$ cat src/rtl/instruction_loader_pkg.sv
// ----------------------------------------------------------------------------
// instruction_loader_pkg
//   Shared definitions for the instruction loader: default field widths of the
//   15-bit instruction word, the loader state encoding, and a small helper that
//   says which states accept stream bytes.
// ----------------------------------------------------------------------------
package instruction_loader_pkg;

  localparam int ADDR_W   = 8;                  // instruction memory / PC width
  localparam int OPCODE_W = 7;                  // instruction bits 14:8
  localparam int LIT_W    = 8;                  // instruction bits 7:0
  localparam int INSTR_W  = OPCODE_W + LIT_W;   // full instruction word

  typedef enum logic [2:0] {
    IDLE,
    COUNT,
    LOW,
    HIGH,
    WRITE,
    CSUM,
    DONE,
    ERR
  } state_e;

  // States in which the loader takes a byte from the stream.
  function automatic logic accepts_bytes(input state_e s);
    return (s == COUNT) || (s == LOW) || (s == HIGH) || (s == CSUM);
  endfunction

endpackage : instruction_loader_pkg

$ cat src/rtl/instruction_loader.sv
// ----------------------------------------------------------------------------
// instruction_loader
//   Receives a framed byte stream (COUNT, N x {LOW literal, HIGH opcode}, CSUM)
//   over valid/ready, assembles {opcode, literal} words and writes them to the
//   instruction memory at consecutive addresses from 0. The CPU is held for
//   the whole frame; a matching XOR checksum releases it with a one-cycle
//   restart pulse, anything else leaves it held with err set.
//
// Ports
//   clk          system clock, rising edge
//   rst          asynchronous active-low reset
//   start        begin a frame (honoured in IDLE, DONE, ERR only)
//   in_data      stream byte
//   in_valid     in_data is valid
//   in_ready     byte accepted on this edge when in_valid is also high
//   im_we        instruction memory write strobe
//   im_addr      instruction memory write address
//   im_wdata     instruction memory write word {opcode, literal}
//   cpu_hold     freezes the CPU while high
//   cpu_restart  one-cycle pulse forcing PC to 0
//   busy         frame in progress
//   done         last frame loaded with a good checksum (sticky)
//   err          last frame failed (sticky)
//   words_loaded words written in the current or last frame
// ----------------------------------------------------------------------------
module instruction_loader #(
  parameter int ADDR_W   = instruction_loader_pkg::ADDR_W,
  parameter int OPCODE_W = instruction_loader_pkg::OPCODE_W,
  parameter int LIT_W    = instruction_loader_pkg::LIT_W
) (
  input  logic                         clk,
  input  logic                         rst,
  input  logic                         start,
  input  logic [7:0]                   in_data,
  input  logic                         in_valid,
  output logic                         in_ready,
  output logic                         im_we,
  output logic [ADDR_W-1:0]            im_addr,
  output logic [OPCODE_W+LIT_W-1:0]    im_wdata,
  output logic                         cpu_hold,
  output logic                         cpu_restart,
  output logic                         busy,
  output logic                         done,
  output logic                         err,
  output logic [ADDR_W:0]              words_loaded
);

  import instruction_loader_pkg::*;

  localparam int WORD_W = OPCODE_W + LIT_W;

  // --------------------------------------------------------------------------
  // State and registered outputs
  // --------------------------------------------------------------------------
  state_e                state_q,        state_d;
  logic                  in_ready_q,     in_ready_d;
  logic                  im_we_q,        im_we_d;
  logic [ADDR_W-1:0]     im_addr_q,      im_addr_d;
  logic [WORD_W-1:0]     im_wdata_q,     im_wdata_d;
  logic                  cpu_hold_q,     cpu_hold_d;
  logic                  cpu_restart_q,  cpu_restart_d;
  logic                  busy_q,         busy_d;
  logic                  done_q,         done_d;
  logic                  err_q,          err_d;
  logic [ADDR_W:0]       words_q,        words_d;

  // Frame bookkeeping
  logic [7:0]            count_q,        count_d;   // raw N byte, 0 = 256
  logic [LIT_W-1:0]      lit_q,          lit_d;     // literal awaiting its opcode
  logic [7:0]            csum_q,         csum_d;    // running XOR of accepted bytes

  logic                  xfer;
  logic [ADDR_W:0]       n_eff;
  logic [ADDR_W:0]       words_next;

  assign xfer       = in_valid && in_ready_q;
  assign n_eff      = (count_q == 8'd0) ? (ADDR_W+1)'(256) : (ADDR_W+1)'(count_q);
  assign words_next = words_q + (ADDR_W+1)'(1);

  // --------------------------------------------------------------------------
  // Next-state and next-output logic
  // --------------------------------------------------------------------------
  always_comb begin
    // NOTE: every *_d gets a default before the case so no path leaves it
    // unassigned; otherwise synthesis would infer latches.
    state_d       = state_q;
    im_we_d       = 1'b0;          // strobe, only high for the WRITE cycle
    im_addr_d     = im_addr_q;
    im_wdata_d    = im_wdata_q;
    cpu_hold_d    = cpu_hold_q;
    cpu_restart_d = 1'b0;          // pulse, only high on DONE entry
    busy_d        = busy_q;
    done_d        = done_q;
    err_d         = err_q;
    words_d       = words_q;
    count_d       = count_q;
    lit_d         = lit_q;
    csum_d        = csum_q;

    unique case (state_q)
      IDLE, DONE, ERR: begin
        // The restart pulse occupies the first DONE cycle with hold still
        // high; hold drops on the following edge. ERR keeps the CPU held.
        if (state_q == DONE) begin
          cpu_hold_d = 1'b0;
        end
        if (start) begin
          state_d    = COUNT;
          cpu_hold_d = 1'b1;
          busy_d     = 1'b1;
          done_d     = 1'b0;
          err_d      = 1'b0;
          words_d    = '0;
          im_addr_d  = '0;
          csum_d     = 8'd0;
        end
      end

      COUNT: begin
        if (xfer) begin
          count_d = in_data;
          csum_d  = csum_q ^ in_data;
          state_d = LOW;
        end
      end

      LOW: begin
        if (xfer) begin
          lit_d   = in_data[LIT_W-1:0];
          csum_d  = csum_q ^ in_data;
          state_d = HIGH;
        end
      end

      HIGH: begin
        if (xfer) begin
          if (in_data[7]) begin
            // Opcode bytes are 7-bit; a set MSB marks a corrupt stream.
            state_d = ERR;
            busy_d  = 1'b0;
            err_d   = 1'b1;
          end else begin
            csum_d     = csum_q ^ in_data;
            im_we_d    = 1'b1;
            im_wdata_d = {in_data[OPCODE_W-1:0], lit_q};
            state_d    = WRITE;
          end
        end
      end

      WRITE: begin
        // Address wraps to 0 after word 256; harmless since CSUM follows.
        im_addr_d = im_addr_q + ADDR_W'(1);
        words_d   = words_next;
        state_d   = (words_next < n_eff) ? LOW : CSUM;
      end

      CSUM: begin
        if (xfer) begin
          busy_d = 1'b0;
          if (in_data == csum_q) begin
            state_d       = DONE;
            done_d        = 1'b1;
            cpu_restart_d = 1'b1;
          end else begin
            state_d = ERR;
            err_d   = 1'b1;
          end
        end
      end

      default: begin
        state_d = IDLE;
      end
    endcase

    // Ready is a registered decode of the state being entered, so it lines
    // up with state_q on the next cycle and never depends on in_valid.
    in_ready_d = accepts_bytes(state_d);
  end

  // --------------------------------------------------------------------------
  // Registers
  // --------------------------------------------------------------------------
  // NOTE: sequential state uses non-blocking assignments so every flop
  // samples the pre-edge values regardless of statement order.
  always_ff @(posedge clk or negedge rst) begin
    if (!rst) begin
      state_q       <= IDLE;
      in_ready_q    <= 1'b0;
      im_we_q       <= 1'b0;
      im_addr_q     <= '0;
      im_wdata_q    <= '0;
      cpu_hold_q    <= 1'b0;
      cpu_restart_q <= 1'b0;
      busy_q        <= 1'b0;
      done_q        <= 1'b0;
      err_q         <= 1'b0;
      words_q       <= '0;
      count_q       <= 8'd0;
      lit_q         <= '0;
      csum_q        <= 8'd0;
    end else begin
      state_q       <= state_d;
      in_ready_q    <= in_ready_d;
      im_we_q       <= im_we_d;
      im_addr_q     <= im_addr_d;
      im_wdata_q    <= im_wdata_d;
      cpu_hold_q    <= cpu_hold_d;
      cpu_restart_q <= cpu_restart_d;
      busy_q        <= busy_d;
      done_q        <= done_d;
      err_q         <= err_d;
      words_q       <= words_d;
      count_q       <= count_d;
      lit_q         <= lit_d;
      csum_q        <= csum_d;
    end
  end

  // --------------------------------------------------------------------------
  // Outputs
  // --------------------------------------------------------------------------
  assign in_ready     = in_ready_q;
  assign im_we        = im_we_q;
  assign im_addr      = im_addr_q;
  assign im_wdata     = im_wdata_q;
  assign cpu_hold     = cpu_hold_q;
  assign cpu_restart  = cpu_restart_q;
  assign busy         = busy_q;
  assign done         = done_q;
  assign err          = err_q;
  assign words_loaded = words_q;

endmodule : instruction_loader

$ cat config.mk
export PLATFORM = sky130hd
export DESIGN_NAME = instruction_loader
export DESIGN_NICKNAME = d
export VERILOG_FILES = /design/src/rtl/instruction_loader_pkg.sv /design/src/rtl/instruction_loader.sv
export SDC_FILE = /design/constraint.sdc
export NUM_CORES = 1
export LEC_CHECK = 0
export CAP_MARGIN = 0
export CORE_UTILIZATION = 25
export CTS_CLUSTER_DIAMETER = 120
export CTS_CLUSTER_SIZE = 24
export DETAILED_ROUTE_END_ITERATION = 8
export PLACE_DENSITY = 0.53
export SYNTH_ARGS = -nofsm -noshare
export SYNTH_HDL_FRONTEND = slang
export SYNTH_SLANG_ARGS = --single-unit
export TNS_END_PERCENT = 50
$ cat constraint.sdc
create_clock -name clk -period 2.8 [get_ports clk]
set_input_delay 0.7 -clock clk [delete_from_list [all_inputs] [get_ports clk]]
set_output_delay 0.7 -clock clk [all_outputs]
set_load 0.05 [all_outputs]
==> results.yml <==
worst_setup_path:
  max_stage_delay_ns: 0.42
  critPathSlowestCell: "dfrtp_1"
  arrival_ns: 2.76
  crit_family: "compound AO/OA/AOI/OAI gates"
  rr_startpoint: "words_loaded[1]"
  crit_cells: 11
  required_ns: 3.01
  end_kind: "flop"
  crit_type: "flop to flop"
  r2r_slack_ns: 0.25
  crit_buf_inv: 0
  worstPathCellList: "ha_2, nand3_1, nor2_1, nand3_1, xnor2_1, ha_1, a21oi_1, o21ai_0, a211oi_1, o21ai_1, o2bb2ai_1"
  critPathMaxFanout: 5
  crit_path_start_kind: "flop"
  r2r_end: "in_ready"
  reg2reg_depth: 11
  path_common_cell: "nand3_1"
grt:
  antenna_found_initial: 0
  grt_pass1_wl_mm: 13.1
  grt_pass1_vias: 2644
  met1_usage: 0.154
  grt_use_total: 0.120
  grt_use_met2: 0.187
  grt_overflow: 0
  grt_util_met3: 0.0388
  top_usage_layer: "met2"
  grt_max_degree: 67
yosys:
  synthTopCellsByArea: "dfrtp_1 50%, mux2_2 5.4%, o21ai_1 5.3%"
  yosysSeqAreaShare: 0.495
  synth_most_common_cell: "dfrtp_1"
  synth_flop_cell: "dfrtp_1"
  synth-seq-cells: 66
  avgSynthCellArea_um2: 10.3
  syn_area_mm2: 0.00334
  yosysTopAreaCell: "dfrtp_1"
  synth_common_cells: "66 x dfrtp_1, 35 x o21ai_1, 31 x nand2_1, 24 x nor2_1"
  netlist_instances: 324
  synth.top_cell.area_share: 0.495
  synth.distinct_cells: 43
  synth_edf_count: 0
  ys_async_sr_fraction: 1.00
  yosysWarnings: 0
  synth_fp_nets: 346
detailed_routing:
  viasPerCell: 4.57
  wl_per_cell_um: 13.8
  drt-total-wl_mm: 7.77
  via_count: 2580
  drtPass1Iterations: 4
  drtAntennaViolNets: 0
  drc: 0
  dr.first_iter.drc_count: 164
floorplan:
  initial_core_util: 0.260
  io_pins: 51
  fp.dieW_um: 118
  die_area_mm2: 0.0138
  fp.dieH_um: 118
  core_mm2: 0.0128
  num_rows: 41
placement:
  dp_hpwl_mm: 5.42
  port_buffers: 50
  place_congestion: 0.851
sta:
  setup-tns-final_ns: 0
  max_freq_mhz: 393
  slew_headroom: 0.561
  min_period_over_period: 0.909
  rsz0062_at_grt: "false"
  worstMarginPinSlew_ns: 0.654
  skew_ns: 0.00433
  fin_crit_ns: 2.55
  hold_viol_final: 0
  slew_viol_final: 0
  setup_violations: 0
clock_tree:
  clockBufferDepth: 2
  cts.sinks: 66
  insertion_delay_ns: 0.33
  cts_tree: "built"
  root_buffer: "clkbuf_16"
  clk_pin_slew_worst_paths_ns: 0.06
  cts_made_buffers: 9
  h-tree-depth: 3
  cts_setup_buffers: 0
min_path:
  hp-class: "input pin to async pin"
power:
  switching_power_mw: 2.03
  combPwrFrac: 0.441
  p_total_mw: 4.81
  power.internal_mw: 2.79
  leakage_nw: 1.90
  clockPowerShare: 0.219
  seqPwrFrac: 0.340
  p_per_area_mw_per_mm2: 1100
  netSwitchingFraction: 0.421
  peakVddDrop_uv: 617
cells_and_area:
  syn_to_final_growth_pct: 31.6
  drive_above_1_share: 0.156
  fin_nets: 409
  diodes: 0
outcome:
  status: "complete, no violations"
flow_run:
  maxCapViolCount: 0
worst max-delay path by stage:
stage	start	to
floorplan	words_loaded[1]	state_q[0]
global placement	words_loaded[1]	state_q[0]
detailed placement	in_valid	im_wdata[4]
CTS	words_loaded[0]	state_q[0]
global route	words_loaded[1]	in_ready
finish	words_loaded[1]	in_ready
registers in the layout (all words and copies together) (netlist names), 3 cells and up:
signal,flops
count_q,8
csum_q,8
im_addr,8
state_q,3
im_wdata,15
lit_q,8
words_loaded,9
stage by stage:
step                utilization  std cells  hold slack, ns  worst slack, ns  area, um^2
floorplan                     -        324           0.404          0.00737        3340
global placement          0.320        548           0.458            0.234        4110
detailed placement        0.320        548           0.471            0.221        4110
CTS                       0.342        564           0.396            0.218        4390
global route              0.342        564           0.411          0.00185        4390
finish                    0.342        564           0.376            0.254        4390
power by group through the flow:
stage          registers, mW  clock network, mW  logic, mW
2_1_floorplan           2.07                  0       1.06
3_3_place_gp            1.64                  0       2.10
3_5_place_dp            1.65                  0       2.13
4_1_cts                 1.64               1.09       2.14
5_1_grt                 1.69               1.13       2.30
6_report                1.63               1.05       2.12
cell families (layout without fill, tap and decap cells):
logic type	count (synthesis)	in the layout	share of synthesized area
simple gates	107	107	0.154
compound gates	70	70	0.124
flops	66	66	0.495
mux	32	32	0.118
buf+inv	23	91	0.0296
xor+xnor	16	16	0.0420
fa+ha+maj	10	10	0.0375
timing repair:
item,in CTS,in global routing
setup endpoints to repair,0,2
hold endpoints to repair,0,0
gates resized for setup,0,1
hold buffers,0,0
cell type report:
cell class / count / area, um^2
clock buffers: 9 / 225
multi-input cells: 235 / 1590
flip-flops and latches: 66 / 1650
clock inverters: 7 / 55.1
well taps: 172 / 215
inverters: 11 / 41.3
repair buffers: 64 / 613
fillers: 1305 / 8430
layer usage:
metal,vias up,part of all wire
li1,1266,-
met1,1253,0.49
met2,51,0.45
met3,10,0.042
met4,0,0.014
met5,-,0
placed cells by master (no fill, tap or decap), types with 2 or more instances in the layout:
master and n:
nand4_1 5, dfrtp_1 65, and3_1 2, nand2_1 31
buf_4 13, nor2_1 24, clkinvlp_4 4, a211oi_1 3
nor4_1 3, a21o_1 2, a21oi_1 9, and2_1 6
nand3_1 16, o21ai_0 6, xor2_1 4, o21ai_1 35
nand2b_1 10, or3_1 2, mux2_1 6, inv_1 10
o21a_1 3, o211ai_1 3, mux2_4 9, ha_1 9
clkbuf_16 9, xnor2_1 12, nor3_1 4, clkdlybuf4s50_1 49
mux2_2 16
No activity file was read; power rests on OpenSTA's default activity.
